--- src/rtl/ahb5_apb4_bridge_if.sv ---
// Bus bundle between an AHB5 manager and an APB4 completer, bridged by
// ahb5_apb4_bridge.
//   slave  : bridge view (AHB slave side in, APB master side out)
//   master : environment view (drives AHB requests, answers APB)
// Signals: HSEL HADDR HTRANS HWRITE HSIZE HPROT HNONSEC HCID HWDATA HREADY
//          HREADYOUT HRDATA HRESP PADDR PSEL PENABLE PWRITE PWDATA PSTRB
//          PRDATA PREADY PSLVERROR
interface ahb5_apb4_bridge_if;
  localparam int unsigned AW = 32;
  localparam int unsigned DW = 32;
  localparam int unsigned SW = DW / 8;

  logic          HSEL;
  logic [AW-1:0] HADDR;
  logic [1:0]    HTRANS;
  logic          HWRITE;
  logic [2:0]    HSIZE;
  logic [3:0]    HPROT;
  logic          HNONSEC;
  logic [3:0]    HCID;
  logic [DW-1:0] HWDATA;
  logic          HREADY;
  logic          HREADYOUT;
  logic [DW-1:0] HRDATA;
  logic          HRESP;

  logic [AW-1:0] PADDR;
  logic          PSEL;
  logic          PENABLE;
  logic          PWRITE;
  logic [DW-1:0] PWDATA;
  logic [SW-1:0] PSTRB;
  logic [DW-1:0] PRDATA;
  logic          PREADY;
  logic          PSLVERROR;

  modport slave (
    input  HSEL, HADDR, HTRANS, HWRITE, HSIZE, HPROT, HNONSEC, HCID, HWDATA, HREADY,
    output HREADYOUT, HRDATA, HRESP,
    output PADDR, PSEL, PENABLE, PWRITE, PWDATA, PSTRB,
    input  PRDATA, PREADY, PSLVERROR
  );

  modport master (
    output HSEL, HADDR, HTRANS, HWRITE, HSIZE, HPROT, HNONSEC, HCID, HWDATA, HREADY,
    input  HREADYOUT, HRDATA, HRESP,
    input  PADDR, PSEL, PENABLE, PWRITE, PWDATA, PSTRB,
    output PRDATA, PREADY, PSLVERROR
  );
endinterface

--- src/rtl/ahb5_apb4_bridge.sv ---
// AHB5 slave to APB4 master bridge with one outstanding transfer. Checks
// privilege, compartment-ID and security policy plus size/alignment before
// forwarding; rejected accesses get a two-cycle AHB ERROR and never reach APB.
// Ports:
//   HCLK, HRESETn   clock, synchronous active-low reset
//   bus             ahb5_apb4_bridge_if.slave (AHB slave + APB master signals)
//   ilac_priv/cid/sec  illegal-access flags, high during a policy ERROR
module ahb5_apb4_bridge #(
  parameter bit         PRIV_ONLY  = 1'b1,
  parameter bit         SEC_ONLY   = 1'b1,
  parameter bit         CID_CHK_EN = 1'b1,
  parameter logic [3:0] CID_VAL    = 4'h0
) (
  input  logic                   HCLK,
  input  logic                   HRESETn,
  ahb5_apb4_bridge_if.slave      bus,
  output logic                   ilac_priv,
  output logic                   ilac_cid,
  output logic                   ilac_sec
);
  localparam int unsigned AW = 32;
  localparam int unsigned DW = 32;
  localparam int unsigned SW = 4;

  typedef enum logic [2:0] {IDLE, WDAT, SETUP, ACCESS, ERR1, ERR2} state_t;

  state_t        state_q, state_d;
  logic [AW-1:0] addr_q;
  logic          write_q;
  logic [1:0]    size_q;
  logic [2:0]    pol_q, pol_d;     // {priv, cid, sec} of the current transfer

  logic          accept;
  logic          v_priv, v_sec, v_cid, fmt_err;
  logic [SW-1:0] strb;
  logic          hreadyout_d, hresp_d, psel_d, penable_d;
  logic [2:0]    ilac_d;

  logic          unused_prot;
  assign unused_prot = ^{bus.HPROT[3:2], bus.HPROT[0]};

  // Address-phase qualification and access policy
  assign accept  = (state_q == IDLE) && bus.HSEL && bus.HREADY && bus.HTRANS[1];
  assign v_priv  = PRIV_ONLY  && !bus.HPROT[1];
  assign v_sec   = SEC_ONLY   && bus.HNONSEC;
  assign v_cid   = CID_CHK_EN && (bus.HCID != CID_VAL);
  assign fmt_err = (bus.HSIZE > 3'd2) ||
                   ((bus.HSIZE == 3'd1) && bus.HADDR[0]) ||
                   ((bus.HSIZE == 3'd2) && (bus.HADDR[1:0] != 2'b00));

  // Byte lanes of the latched transfer; reads carry no strobes
  always_comb begin
    strb = '0;
    if (write_q) begin
      case (size_q)
        2'd0:    strb = SW'(4'b0001 << addr_q[1:0]);
        2'd1:    strb = SW'(4'b0011 << {addr_q[1], 1'b0});
        default: strb = 4'b1111;
      endcase
    end
  end

  // Next state and next registered output values
  always_comb begin
    state_d = state_q;
    pol_d   = pol_q;
    case (state_q)
      IDLE: begin
        if (accept) begin
          pol_d   = {v_priv, v_cid, v_sec};
          state_d = (v_priv || v_cid || v_sec || fmt_err) ? ERR1 : WDAT;
        end
      end
      WDAT:   state_d = SETUP;
      SETUP:  state_d = ACCESS;
      ACCESS: begin
        if (bus.PREADY) begin
          state_d = bus.PSLVERROR ? ERR1 : IDLE;
          pol_d   = 3'b000;
        end
      end
      ERR1:    state_d = ERR2;
      ERR2:    state_d = IDLE;
      default: state_d = IDLE;
    endcase

    hreadyout_d = (state_d == IDLE) || (state_d == ERR2);
    hresp_d     = (state_d == ERR1) || (state_d == ERR2);
    psel_d      = (state_d == SETUP) || (state_d == ACCESS);
    penable_d   = (state_d == ACCESS);
    ilac_d      = hresp_d ? pol_d : 3'b000;
  end

  // State, latched transfer and registered outputs
  always_ff @(posedge HCLK) begin
    if (!HRESETn) begin
      state_q       <= IDLE;
      addr_q        <= '0;
      write_q       <= 1'b0;
      size_q        <= '0;
      pol_q         <= '0;
      bus.HREADYOUT <= 1'b1;
      bus.HRESP     <= 1'b0;
      bus.HRDATA    <= '0;
      bus.PADDR     <= '0;
      bus.PSEL      <= 1'b0;
      bus.PENABLE   <= 1'b0;
      bus.PWRITE    <= 1'b0;
      bus.PWDATA    <= '0;
      bus.PSTRB     <= '0;
      ilac_priv     <= 1'b0;
      ilac_cid      <= 1'b0;
      ilac_sec      <= 1'b0;
    end else begin
      state_q       <= state_d;
      pol_q         <= pol_d;
      bus.HREADYOUT <= hreadyout_d;
      bus.HRESP     <= hresp_d;
      bus.PSEL      <= psel_d;
      bus.PENABLE   <= penable_d;
      {ilac_priv, ilac_cid, ilac_sec} <= ilac_d;

      if (accept) begin
        addr_q  <= bus.HADDR;
        write_q <= bus.HWRITE;
        size_q  <= bus.HSIZE[1:0];
      end

      // Data phase: load APB request so it is stable from SETUP to ACCESS end
      if (state_q == WDAT) begin
        bus.PADDR  <= addr_q;
        bus.PWRITE <= write_q;
        bus.PSTRB  <= strb;
        if (write_q) bus.PWDATA <= bus.HWDATA;
      end

      if ((state_q == ACCESS) && bus.PREADY && !bus.PSLVERROR && !write_q)
        bus.HRDATA <= bus.PRDATA;
    end
  end
endmodule
--- src/flat_wrapper.sv ---
// flat-port wrapper written by rule: the top's interface ports become plain ports
module ahb5_apb4_bridge_flat 
#(
  parameter bit         PRIV_ONLY  = 1'b1,
  parameter bit         SEC_ONLY   = 1'b1,
  parameter bit         CID_CHK_EN = 1'b1,
  parameter logic [3:0] CID_VAL    = 4'h0
)
  (HCLK, HRESETn, ilac_priv, ilac_cid, ilac_sec, bus_HSEL, bus_HADDR, bus_HTRANS, bus_HWRITE, bus_HSIZE, bus_HPROT, bus_HNONSEC, bus_HCID, bus_HWDATA, bus_HREADY, bus_HREADYOUT, bus_HRDATA, bus_HRESP, bus_PADDR, bus_PSEL, bus_PENABLE, bus_PWRITE, bus_PWDATA, bus_PSTRB, bus_PRDATA, bus_PREADY, bus_PSLVERROR);
  ahb5_apb4_bridge_if bus_i ();
  input  logic HCLK;
  input  logic HRESETn;
  output logic ilac_priv;
  output logic ilac_cid;
  output logic ilac_sec;
  input wire logic [$bits(bus_i.HSEL)-1:0] bus_HSEL;
  input wire logic [$bits(bus_i.HADDR)-1:0] bus_HADDR;
  input wire logic [$bits(bus_i.HTRANS)-1:0] bus_HTRANS;
  input wire logic [$bits(bus_i.HWRITE)-1:0] bus_HWRITE;
  input wire logic [$bits(bus_i.HSIZE)-1:0] bus_HSIZE;
  input wire logic [$bits(bus_i.HPROT)-1:0] bus_HPROT;
  input wire logic [$bits(bus_i.HNONSEC)-1:0] bus_HNONSEC;
  input wire logic [$bits(bus_i.HCID)-1:0] bus_HCID;
  input wire logic [$bits(bus_i.HWDATA)-1:0] bus_HWDATA;
  input wire logic [$bits(bus_i.HREADY)-1:0] bus_HREADY;
  output wire logic [$bits(bus_i.HREADYOUT)-1:0] bus_HREADYOUT;
  output wire logic [$bits(bus_i.HRDATA)-1:0] bus_HRDATA;
  output wire logic [$bits(bus_i.HRESP)-1:0] bus_HRESP;
  output wire logic [$bits(bus_i.PADDR)-1:0] bus_PADDR;
  output wire logic [$bits(bus_i.PSEL)-1:0] bus_PSEL;
  output wire logic [$bits(bus_i.PENABLE)-1:0] bus_PENABLE;
  output wire logic [$bits(bus_i.PWRITE)-1:0] bus_PWRITE;
  output wire logic [$bits(bus_i.PWDATA)-1:0] bus_PWDATA;
  output wire logic [$bits(bus_i.PSTRB)-1:0] bus_PSTRB;
  input wire logic [$bits(bus_i.PRDATA)-1:0] bus_PRDATA;
  input wire logic [$bits(bus_i.PREADY)-1:0] bus_PREADY;
  input wire logic [$bits(bus_i.PSLVERROR)-1:0] bus_PSLVERROR;
  assign bus_i.HSEL = bus_HSEL;
  assign bus_i.HADDR = bus_HADDR;
  assign bus_i.HTRANS = bus_HTRANS;
  assign bus_i.HWRITE = bus_HWRITE;
  assign bus_i.HSIZE = bus_HSIZE;
  assign bus_i.HPROT = bus_HPROT;
  assign bus_i.HNONSEC = bus_HNONSEC;
  assign bus_i.HCID = bus_HCID;
  assign bus_i.HWDATA = bus_HWDATA;
  assign bus_i.HREADY = bus_HREADY;
  assign bus_HREADYOUT = bus_i.HREADYOUT;
  assign bus_HRDATA = bus_i.HRDATA;
  assign bus_HRESP = bus_i.HRESP;
  assign bus_PADDR = bus_i.PADDR;
  assign bus_PSEL = bus_i.PSEL;
  assign bus_PENABLE = bus_i.PENABLE;
  assign bus_PWRITE = bus_i.PWRITE;
  assign bus_PWDATA = bus_i.PWDATA;
  assign bus_PSTRB = bus_i.PSTRB;
  assign bus_i.PRDATA = bus_PRDATA;
  assign bus_i.PREADY = bus_PREADY;
  assign bus_i.PSLVERROR = bus_PSLVERROR;
  ahb5_apb4_bridge #(.PRIV_ONLY(PRIV_ONLY), .SEC_ONLY(SEC_ONLY), .CID_CHK_EN(CID_CHK_EN), .CID_VAL(CID_VAL)) u_core (.HCLK(HCLK), .HRESETn(HRESETn), .bus(bus_i), .ilac_priv(ilac_priv), .ilac_cid(ilac_cid), .ilac_sec(ilac_sec));
endmodule
--- config.mk ---
export PLATFORM = sky130hd
export DESIGN_NAME = ahb5_apb4_bridge_flat
export DESIGN_NICKNAME = d
export VERILOG_FILES = /design/src/rtl/ahb5_apb4_bridge_if.sv /design/src/rtl/ahb5_apb4_bridge.sv /design/src/flat_wrapper.sv
export SDC_FILE = /design/constraint.sdc
export NUM_CORES = 1
export LEC_CHECK = 0
export CAP_MARGIN = 40
export CORE_ASPECT_RATIO = 2
export CORE_UTILIZATION = 43
export DETAILED_ROUTE_END_ITERATION = 10
export PLACE_DENSITY = 0.85
export REMOVE_ABC_BUFFERS = 1
export SYNTH_ARGS = -nofsm -noshare
export SYNTH_HDL_FRONTEND = slang
export SYNTH_SLANG_ARGS = --single-unit
--- constraint.sdc ---
create_clock -name HCLK -period 1.6 [get_ports HCLK]
set_input_delay 0.32 -clock HCLK [delete_from_list [all_inputs] [get_ports HCLK]]
set_output_delay 0.32 -clock HCLK [all_outputs]
set_load 0.01 [all_outputs]
== Word level (Yosys, flattened, before mapping) ==
Cells that the tools add are included.
Storage, ports and cells
  register bits after elaboration: 149
  latch bits: 0
  bits in writable memories: 0
  ROM bits: 0
  output and inout port bits: 108
  memories: 0
Cells by class
  add/sub/neg operators: 0
  multiply operators: 0
  div/mod/pow operators: 0
  order comparisons: 1
  equality and inequality tests: 11
  shifts and indexed selects: 2
  muxes and demuxes: 10
  bitwise operators: 0
  reduce and logical (&&, ||, !) cells: 26
Operators with widths (number)
  2-to-1 mux 3 bit: 6
  == test 3 x 2 -> 1 bit (second input constant): 5
  one-hot mux 3 bit (5 select lines): 1
  == test 3 bit (second input constant): 3
  logical AND 1 bit: 8
  logical OR 1 bit: 8
  one-hot mux 4 bit (2 select lines): 1
  == test 3 x 1 -> 1 bit (second input constant): 2
  logical NOT 3 bit: 2
  one-hot mux 3 bit (2 select lines): 1
  2-to-1 mux 4 bit: 1
  AND reduction 2 bit: 2
  nonzero test 4 bit: 1
  left shift 1 x 2 -> 4 bit (first input constant): 1
  left shift 2 x 2 -> 4 bit (first input constant): 1
  greater-than comparator 3 x 2 -> 1 bit (second input constant): 1
  logical NOT 1 bit: 3
  == test 2 x 1 -> 1 bit (second input constant): 1
  logical NOT 2 bit: 1
  nonzero test 2 bit: 1

== Longest topological paths before layout ==
Gate-level depths: netlist (run 1).
  depth in word-level cells: 11
  gate-level depth with buffers: 7

== Worst setup path before layout (run 1) ==
OpenSTA, ideal clock, no wires.
  kind: input to register
  start point: input bus_HCID[1]
  end point: register u_core.ilac_priv
  setup time: 0.116 ns
  arrival: 1.344 ns
  slack: 0.139 ns
  cell stages on the path: 4
  path buffers: 0
  cells stage by stage: nor4_1 o211ai_1 a221o_1 and4_1
Between the ends
  word-level cells in the longest chain between the ends: 10
  elaborated cells on any way between the ends: 11
  classes of those cells: 2 x eq/ne; 3 x mux; 6 x reduce/logical
Ends and longest elaborated chain
  from (decl): RTL line flat_wrapper.sv:23  | input wire logic [$bits(bus_i.HCID)-1:0] bus_HCID;
  nonzero test 4 bit *: RTL line ahb5_apb4_bridge.sv:46  | assign v_cid = CID_CHK_EN && (bus.HCID != CID_VAL);
  logical OR 1 bit * (3 in a row): RTL line ahb5_apb4_bridge.sv:71  | state_d = (v_priv || v_cid || v_sec || fmt_err) ? ERR1 : WDAT;
  2-to-1 mux 3 bit *: RTL line ahb5_apb4_bridge.sv:71
  2-to-1 mux 3 bit *: RTL line ahb5_apb4_bridge.sv:69  | if (accept) begin
  one-hot mux 3 bit (5 select lines) *: RTL line ahb5_apb4_bridge.sv:67  | case (state_q)
  == test 3 bit: RTL line ahb5_apb4_bridge.sv:88  | hresp_d = (state_d == ERR1) || (state_d == ERR2);
  logical OR 1 bit *: RTL line ahb5_apb4_bridge.sv:88
  AND reduction 2 bit (no line) *
  to (signal assigned): RTL line ahb5_apb4_bridge.sv:121  | {ilac_priv, ilac_cid, ilac_sec} <= ilac_d;
  to (decl): RTL line ahb5_apb4_bridge.sv:17  | output logic ilac_priv,
Every way passes the cells marked *; elsewhere a longest branch is shown, timed or not.
A chain may end at the register's enable or synchronous reset.

== Worst setup path after layout (run 1) ==
  start point: register u_core.state_q[2]
  end point: register u_core.ilac_priv
Between the ends
  word-level cells in the longest chain between the ends: 9
  elaborated cells on any way between the ends: 17
  classes of those cells: 6 x eq/ne; 5 x mux; 6 x reduce/logical
Ends and longest elaborated chain
  from (decl): RTL line ahb5_apb4_bridge.sv:27  | state_t state_q, state_d;
  from (signal assigned): RTL line ahb5_apb4_bridge.sv:115  | state_q <= state_d;
  logical NOT 3 bit: RTL line ahb5_apb4_bridge.sv:43, ahb5_apb4_bridge.sv:67
  logical AND 1 bit (3 in a row): RTL line ahb5_apb4_bridge.sv:43  | assign accept = (state_q == IDLE) && bus.HSEL && bus.HREADY && bus.HTRANS[1];
  2-to-1 mux 3 bit: RTL line ahb5_apb4_bridge.sv:69
  one-hot mux 3 bit (5 select lines): RTL line ahb5_apb4_bridge.sv:67
  == test 3 bit: RTL line ahb5_apb4_bridge.sv:88
  logical OR 1 bit: RTL line ahb5_apb4_bridge.sv:88
  AND reduction 2 bit (no line)
Parallel ways exist; a longest one is shown, timed or not.

==> reports/qor.txt, run 1 <==
pin count of the biggest net entering global routing - 47
fraction of layout cells with a size suffix above 1 - 0.0755
clk root buf - clkbuf_16
drt first pass iters - 6
Final Instance Count excl. Fillers - 1038
Post-Route Skew - 0.00730 ns
MaxCap Viol Count - 0
worst vdd rail ir drop - 0.000843 V
CP startpoint kind - flip-flop
Post-DP HPWL - 10800 um
worst skew pair latency - 0.41 ns
pre-CTS setup slack - -0.382 ns
sequential element share of the synthesized area - 0.531
clock buffer depth - 2
Fmax - 635 MHz
layout net count - 993
io pins - 225
Total Wirelength - 15300 um
post-synthesis cell area - 5620 um2
Worst Path Required - 1.90 ns
status - finished clean
Hold WC Path Type - input port to flip-flop
Max stage delay on crit path - 0.46 ns
Leak - 3.70 nW
Pwr Density - 990 nW/um2
Setup CP Type - flip-flop to flip-flop
Async SR Flop Fraction - 0
period utilization - 0.984
H-tree depth - 4
GRT Util Overall - 0.224
vias in the first global route - 4974
ANT nets after route - 0
placed cells - 1006
fin util - 0.681
worst slew pin tran - 0.457 ns
total power - 8.50 mW
initial antenna violation count - 0
Final Instance Area - 8590 um2
CP Capture Type - flip-flop
antenna diode count - 0
CTS tree - built
die width - 82.8 um
# rows - 58
GR Overflow Total - 0
CP max stage cell - dfxtp_1
WHS - 0.335 ns
family with the most delay on the worst path - simple AND/OR/NAND/NOR gates
crit path setup slack, layout - 0.0253 ns
clock slew at reported path FFs - 0.06 ns
Worst Path Arrival - 1.87 ns
Core ar. - 12600 um2
Syn Area/Cell - 8.60 um2
share of the synthesized area in the top cell type - 0.531
CP dominant cell by count - and4_1
via density per instance - 4.98
Syn Inst Count - 653
Worst Path Max Fanout - 5
IO buf count - 220
minimum clock period - 1.57 ns
count of pins over their slew limit - 0
cts bufs inserted - 17
Die Footprint - 13600 um2
Die Span Y - 164 um
yosys warns - 0
starting density of the core - 0.445
final hold vios - 0
setup violators final - 0
DR DRC count - 0
area grow syn2layout - 53.0%
vias post-DR - 5172
clock sink count - 149
first-pass GRT wire length - 24100 um
DR iter-0 viols - 158
most common cell in the netlist - nand2_1
Yosys cell types - 33
leading area contributor after synthesis - dfxtp_1
number of synthesized flops with an enable pin - 0
GPL Wtd Cong - 0.810
CP cell instances - nor2_2, and4_1, a221o_1, and4_1
wire per inst - 14.7 um
ys flop type - dfxtp_1
Slew headroom - 0.696
synth cell count leaders - nand2_1 (269), dfxtp_1 (149), a21boi_1 (77)
post-route setup TNS - 0 ns
area post-placement - 8070 um2
Buf+Inv Stages, Crit Path - 0
Yosys reg bits - 149
synth top area cells - dfxtp_1 (53%), nand2_1 (18%), a21boi_1 (10%), a21boi_0 (7.8%), clkbuf_1 (1.4%)
[power by group]
part | total [mW] | switching (mW) | internal (mW)
clock network | 4.05 | 1.50 | 2.55
registers | 3.80 | 0.0353 | 3.77
logic | 0.654 | 0.255 | 0.399
[flip-flops by register name (all words and copies together) (netlist names)]
name                  cells
u_core.addr_q            32
u_core.bus.HRDATA        32
u_core.bus.PADDR         32
u_core.bus.PWDATA        32
u_core.bus.PSTRB          4
u_core.pol_q              3
u_core.state_q            3
u_core.size_q             2
u_core.bus.HREADYOUT      1
u_core.bus.HRESP          1
u_core.bus.PENABLE        1
u_core.bus.PSEL           1
u_core.bus.PWRITE         1
u_core.ilac_cid           1
u_core.ilac_priv          1
u_core.ilac_sec           1
u_core.write_q            1
[layout by cell type (no fill, tap or decap), types with 3 or more instances in the layout]
cell / Yosys / routed
a21boi_0: 58 / 58
a21boi_1: 77 / 77
a21oi_1: 3 / 3
and2_1: 6 / 6
and3_1: 4 / 4
buf_12: 0 / 7
buf_4: 9 / 22
bufinv_16: 0 / 3
clkbuf_16: 0 / 17
clkdlybuf4s50_1: 0 / 111
dfxtp_1: 149 / 147
dlygate4sd2_1: 0 / 100
dlymetal6s2s_1: 0 / 8
inv_6: 0 / 3
nand2_1: 269 / 269
nor2_1: 7 / 6
nor2b_1: 4 / 4
o21ai_0: 5 / 4
[layout make-up]
class / instances / area, um2
Clock buffer: 21 / 460
Clock inverter: 10 / 146
Fill cell: 1047 / 4030
Inverter: 2 / 7.51
Multi-Input combinational cell: 456 / 2390
Sequential cell: 149 / 2990
Tap cell: 150 / 188
Timing Repair Buffer: 250 / 2410
[cell families after synthesis]
family | after synthesis | share of synthesized area
buffers and inverters | 48 | 0.0461
flip-flops | 149 | 0.531
AND/OR/NAND/NOR | 305 | 0.223
multiplexers | 1 | 0.00178
AO/OA/AOI/OAI | 150 | 0.198
[what timing repair did]
| item | 4_1_cts | 5_1_grt |
|---|---|---|
| endpoints found under the setup margin | 103 | 27 |
| resized for setup | 103 | 12 |
| hold endpoints to repair | 0 | 0 |
| hold buffers | 0 | 0 |
| pin swaps | 1 | 2 |
| buffers inserted | 0 | 1 |
[path summary, 6_finish.rpt]
| check | from | end | slack, ns | cells after the start |
|---|---|---|---|---|
| max | u_core.state_q[2] | u_core.ilac_priv | 0.03 | 4 |
| min | HRESETn | u_core.bus.HREADYOUT | 0.33 | 2 |
| max reg2reg | u_core.state_q[2] | u_core.ilac_priv | 0.03 | 4 |
| min reg2reg | u_core.bus.HRDATA[5] | u_core.bus.HRDATA[5] | 0.45 | 2 |
[worst reg2reg max path, cell delays in order, from the launching register on]
cell,delay (ns)
dfxtp_1,0.46
nor2_2,0.10
and4_1,0.26
a221o_1,0.42
and4_1,0.23
[routing by layer]
| layer | global-route usage | part of all wire |
|---|---|---|
| met1 | 0.226 | 0.37 |
| met2 | 0.414 | 0.54 |
| met3 | 0.0424 | 0.039 |
| met4 | 0.149 | 0.052 |
| met5 | 0 | 0 |
(Power assumes the default switching activity.)
==> inputs of run 2 (changes only) <==
==> constraint.sdc (replaced) <==
create_clock -name HCLK -period 1.6 [get_ports HCLK]
set_input_delay 0.32 -clock HCLK [delete_from_list [all_inputs] [get_ports HCLK]]
set_output_delay 0.32 -clock HCLK [all_outputs]
set_load 0.1 [all_outputs]
==> run 2 against run 1 <==
Effect of this change: flip-flop and latch count unchanged; sequential power barely moved; worst setup slack improved by 0.032 ns; worst hold slack worse by 0.029 ns; critical path depth rose by 1; critical endpoint unchanged; highest routed layer unchanged.
==> reports/qor.txt, run 2 (synthesized netlist as in run 1, its figures left out) <==
period utilization - 0.964 (-0.0199)
via density per instance - 5.18 (+3.9%)
Die Footprint - 13600 um2 (unchanged)
fraction of layout cells with a size suffix above 1 - 0.199 (+0.123)
Pwr Density - 901 nW/um2 (-9.0%)
Worst Path Arrival - 1.84 ns (-0.03 ns)
Final Instance Area - 9780 um2 (+14%)
GR Overflow Total - 0 (unchanged)
MaxCap Viol Count - 0 (unchanged)
setup violators final - 0 (unchanged)
worst skew pair latency - 0.42 ns (about the same)
area grow syn2layout - 74.1%
starting density of the core - 0.445 (unchanged)
clock sink count - 149 (unchanged)
vias post-DR - 5363 (+3.7%)
Setup CP Type - input port to flip-flop
final hold vios - 0 (unchanged)
crit path setup slack, layout - 0.0571 ns (+0.0318 ns)
Worst Path Required - 1.90 ns (about the same)
vias in the first global route - 5420 (+9.0%)
first-pass GRT wire length - 26400 um (+9.4%)
GPL Wtd Cong - 0.846 (+4.5%)
worst slew pin tran - 0.369 ns (-0.0872 ns)
# rows - 58 (unchanged)
antenna diode count - 0 (unchanged)
H-tree depth - 4 (unchanged)
cts bufs inserted - 17 (unchanged)
Hold WC Path Type - input port to flip-flop
clock slew at reported path FFs - 0.06 ns (about the same)
CTS tree - built
commonest cells after routing, fill and taps aside - nand2_1 (269), dfxtp_1 (147), buf_12 (116)
Worst Path Max Fanout - 5 (unchanged)
Slew headroom - 0.754 (+0.0582)
initial antenna violation count - 0 (unchanged)
Core ar. - 12600 um2 (unchanged)
wire per inst - 16.3 um (+11%)
layout net count - 990 (-0.30%)
DR iter-0 viols - 199 (+26%)
die width - 82.8 um (unchanged)
Fmax - 648 MHz (+2.1%)
pre-CTS setup slack - -0.382 ns (+0.000143 ns)
RSZ-0062 raised after global routing - no
Post-Route Skew - 0.0108 ns (+0.00352 ns)
ANT nets after route - 0 (unchanged)
DR DRC count - 0 (unchanged)
Leak - 3.59 nW (-2.9%)
clk root buf - clkbuf_16
status - finished clean
minimum clock period - 1.54 ns (-0.0318 ns)
io pins - 225 (unchanged)
area post-placement - 9140 um2 (+13%)
Post-DP HPWL - 12300 um (+14%)
most common cell after layout, fill and taps aside - nand2_1
IO buf count - 220 (unchanged)
pin count of the biggest net entering global routing - 47 (unchanged)
worst vdd rail ir drop - 0.000812 V (-3.7%)
drt first pass iters - 4 (-2)
Die Span Y - 164 um (unchanged)
GRT Util Overall - 0.247 (+0.0225)
Total Wirelength - 16900 um (+11%)
CP Capture Type - flip-flop
CP startpoint kind - input port
clock buffer depth - 2 (unchanged)
count of pins over their slew limit - 0 (unchanged)
[run 2: changes by cell type in the layout (fill, tap and decap cells not counted), sizes merged]
cell	change
inv	+6
dlymetal6s2s	-8
dlygate4sd2	-100
clkinv	-1
clkinvlp	-1
buf	+105
clkbuf	-3
[run 2: repair_timing]
| item | 4_1_cts | 5_1_grt |
|---|---|---|
| hold buffers | 0 | 0 |
| pin swaps | 0 | 1 |
| gates resized for setup | 0 | 7 |
| setup endpoints to repair | 1 | 38 |
| setup buffers | 1 | 0 |
[run 2: area by class of cell]
cell class,instances,area (um2)
Timing Repair Buffer,247,3590
Sequential cell,149,2990
Fill cell,818,2840
Multi-Input combinational cell,456,2390
Clock buffer,18,439
Tap cell,150,188
Clock inverter,14,184
Inverter,2,7.51
[run 2: through the flow]
| step | power (mW) | util | hold slack, ns | std cells | setup TNS [ns] |
|---|---|---|---|---|---|
| 4_1_cts | 8.87 | 0.773 | 0.289 | 1036 | 0 |
| 3_5_place_dp | 4.66 | 0.724 | 0.453 | 1003 | -18.29 |
| 3_3_place_gp | 4.65 | 0.724 | 0.440 | 1003 | -15.34 |
| 2_1_floorplan | 4.15 | - | 0.396 | 607 | -48.19 |
| 6_report | 8.82 | 0.775 | 0.306 | 1036 | 0 |
| 5_1_grt | 9.07 | 0.775 | 0.310 | 1036 | 0 |
[run 2: worst paths after layout]
| kind | startpoint | to | slack [ns] | cells after the start |
|---|---|---|---|---|
| setup / recovery | bus_HCID[0] | u_core.ilac_priv | 0.06 | 5 |
| hold / removal | HRESETn | u_core.bus.HREADYOUT | 0.31 | 2 |
| setup reg to reg | u_core.state_q[1] | u_core.ilac_priv | 0.09 | 4 |
| hold reg to reg | u_core.pol_q[0] | u_core.pol_q[0] | 0.46 | 2 |
[run 2: worst max-delay path: stages]
cell	delay [ns]
clkdlybuf4s50_1	0.43
nor4_2	0.31
o211ai_1	0.17
a221o_1	0.39
and4_1	0.21
[run 2: where the power goes]
| part | leakage [nW] | switching, mW | internal, mW |
|---|---|---|---|
| logic | 2.07 | 0.348 | 0.435 |
| registers | 1.20 | 0.0461 | 3.76 |
| clock network | 0.311 | 1.67 | 2.55 |
[run 2: layer usage]
metal / GRT usage / up-vias / share of wire
met5: 0 / - / 0
met4: 0.187 / 0 / 0.070
met1: 0.237 / 2526 / 0.35
met2: 0.453 / 206 / 0.55
li1: - / 2559 / -
met3: 0.0541 / 72 / 0.039
==> inputs of run 3 (changes only) <==
--- a/config.mk
+++ b/config.mk
@@ -7,10 +7,9 @@
 export LEC_CHECK = 0
 export CAP_MARGIN = 40
 export CORE_ASPECT_RATIO = 2
-export CORE_UTILIZATION = 43
+export CORE_UTILIZATION = 45
 export DETAILED_ROUTE_END_ITERATION = 10
-export PLACE_DENSITY = 0.85
-export REMOVE_ABC_BUFFERS = 1
+export PLACE_DENSITY = 0.88
 export SYNTH_ARGS = -nofsm -noshare
 export SYNTH_HDL_FRONTEND = slang
 export SYNTH_SLANG_ARGS = --single-unit
==> constraint.sdc (replaced) <==
create_clock -name HCLK -period 2 [get_ports HCLK]
set_input_delay 0.4 -clock HCLK [delete_from_list [all_inputs] [get_ports HCLK]]
set_output_delay 0.4 -clock HCLK [all_outputs]
set_load 0.1 [all_outputs]
==> run 3 against run 2 <==
Effect of this change: sequential share of layout area grew 5.1 points; worst setup slack gained 0.18 ns; die area down 4.4%; sequential power fell by 20%; clock skew shrank 0.0021 ns; via count down 6.2%; critical path type is now flip-flop to flip-flop; global-route usage decreased by 1.5 points.
==> reports/qor.txt, run 3 (synthesized netlist as in run 1, its figures left out) <==
vias in the first global route - 4878 (-10%)
vias post-DR - 5028 (-6.2%)
Reg area - 2980 um2 (about the same)
area grow syn2layout - 49.0%
GRT Util Overall - 0.232 (-0.0151)
H-tree depth - 4 (unchanged)
CP cell instances - nor2_1, nand4_1, buf_4, o21ai_0, and2_1
Hold WC Path Type - input port to flip-flop
Post-CTS Resized - 0 (unchanged)
Hold Path Depth - 2 (unchanged)
reg2reg path depth - 5 (+1)
GPL Wtd Cong - 0.814 (-3.8%)
fin util - 0.690 (-0.0845)
MaxCap Viol Count - 0 (unchanged)
most common cell after layout, fill and taps aside - nand2_1
wire per inst - 14.1 um (-14%)
Worst Path Max Fanout - 7 (+2)
RR Endpoint - u_core.bus.PENABLE
via density per instance - 4.89 (-5.5%)
Max stage delay on crit path - 0.41 ns (-0.02 ns)
clock sink count - 149 (unchanged)
worst slew pin tran - 0.357 ns (-0.0125 ns)
Slew headroom - 0.762 (+0.00804)
initial antenna violation count - 0 (unchanged)
clock slew at reported path FFs - 0.06 ns (about the same)
total power - 7.04 mW (-20%)
starting density of the core - 0.463 (+0.0185)
CP Capture Type - flip-flop
CP max stage cell - dfxtp_1
worst vdd rail ir drop - 0.000686 V (-16%)
worst skew pair latency - 0.41 ns (about the same)
DR DRC count - 0 (unchanged)
count of pins over their slew limit - 0 (unchanged)
Worst Path Arrival - 2.11 ns (+0.27 ns)
R2R Setup Slk - 0.24 ns (+0.15 ns)
Die Footprint - 13000 um2 (-4.4%)
Setup CP Type - flip-flop to flip-flop
pin count of the biggest net entering global routing - 58 (+23%)
CP Capture Point - u_core.bus.PENABLE
drt first pass iters - 4 (unchanged)
Synthesized Nets - 770
CTS tree - built
final hold vios - 0 (unchanged)
clk root buf - clkbuf_16
first-pass GRT wire length - 23100 um (-12%)
final-layout fill cell count - 951 (+16%)
fraction of layout cells with a size suffix above 1 - 0.186 (-0.0125)
r2r startpoint - u_core.state_q[1]
CP startpoint kind - flip-flop
cts bufs inserted - 17 (unchanged)
die width - 81.0 um (-2.2%)
area post-placement - 7730 um2 (-15%)
post-CTS setup buffers - 0 (-1)
# rows - 57 (-1.7%)
Worst Path Required - 2.35 ns (+0.45 ns)
ANT nets after route - 0 (unchanged)
clock buffer depth - 2 (unchanged)
Die Span Y - 160 um (-2.2%)
layout net count - 985 (-0.51%)
antenna diode count - 0 (unchanged)
Post-Route Skew - 0.00872 ns (-0.00211 ns)
Multi-input gate area - 2380 um2 (-0.42%)
minimum clock period - 1.76 ns
period utilization - 0.880
Core ar. - 12100 um2 (-4.0%)
Leak - 3.25 nW (-9.4%)
commonest cells after routing, fill and taps aside - nand2_1 (269), dfxtp_1 (149), buf_4 (125)
IO buf count - 220 (unchanged)
setup violators final - 0 (unchanged)
Pwr Density - 841 nW/um2 (-6.7%)
Post-DP HPWL - 10400 um (-16%)
Total Wirelength - 14500 um (-15%)
# hold bufs at CTS - 0 (unchanged)
io pins - 225 (unchanged)
GR Overflow Total - 0 (unchanged)
Fmax - 568 MHz
DR iter-0 viols - 213 (+7.0%)
status - finished clean
post-route setup TNS - 0 ns (unchanged)
CP Launch Point - u_core.state_q[1]
RSZ-0062 raised after global routing - no
Final Instance Area - 8370 um2 (-14%)
## run 3: cell type report
cell class                      count  area share
Sequential cell                   149       0.356
Clock buffer                       22      0.0567
Tap cell                          147      0.0220
Clock inverter                     10      0.0202
Multi-Input combinational cell    456       0.285
Timing Repair Buffer              242       0.259
Inverter                            2    0.000897
## run 3: where the power goes
| part | internal (mW) | switching [mW] | leakage [nW] |
|---|---|---|---|
| logic | 0.310 | 0.263 | 1.74 |
| registers | 3.01 | 0.0309 | 1.20 |
| clock network | 2.20 | 1.22 | 0.304 |
| total | 5.52 | 1.52 | 3.25 |
## run 3: worst min path at each step
stage	from	to	slack [ns]
after floorplan	u_core.addr_q[15]	u_core.addr_q[15]	0.44
after CTS	HRESETn	u_core.bus.PWDATA[11]	0.42
after global placement	u_core.bus.PSTRB[1]	u_core.bus.PSTRB[1]	0.44
after global routing	HRESETn	u_core.bus.PWDATA[11]	0.44
after detailed placement	u_core.bus.HRDATA[4]	u_core.bus.HRDATA[4]	0.45
final	HRESETn	u_core.bus.PWDATA[11]	0.43
## run 3: routing by layer
layer	vias up	GRT usage	share of wire
met2	163	0.420	0.55
li1	2551	-	-
met3	47	0.0491	0.048
met4	0	0.136	0.044
met5	-	0	0
met1	2267	0.232	0.36
## run 3: per-stage QoR
| stage | std cells | hold slack, ns | setup WS [ns] |
|---|---|---|---|
| final | 1028 | 0.432 | 0.240 |
| after global routing | 1028 | 0.443 | 0.162 |
| after CTS | 1028 | 0.421 | 0.290 |
| after detailed placement | 996 | 0.445 | -0.0768 |
| after global placement | 996 | 0.439 | -0.0919 |
| after floorplan | 653 | 0.435 | 0.459 |
## run 3: critical path, delay by kind of cell (launching register included)
family | cells | cell delay (ns)
AO/OA/AOI/OAI | 1 | 0.23
AND/OR/NAND/NOR | 3 | 0.79
flip-flops | 1 | 0.41
buffers and inverters | 1 | 0.27
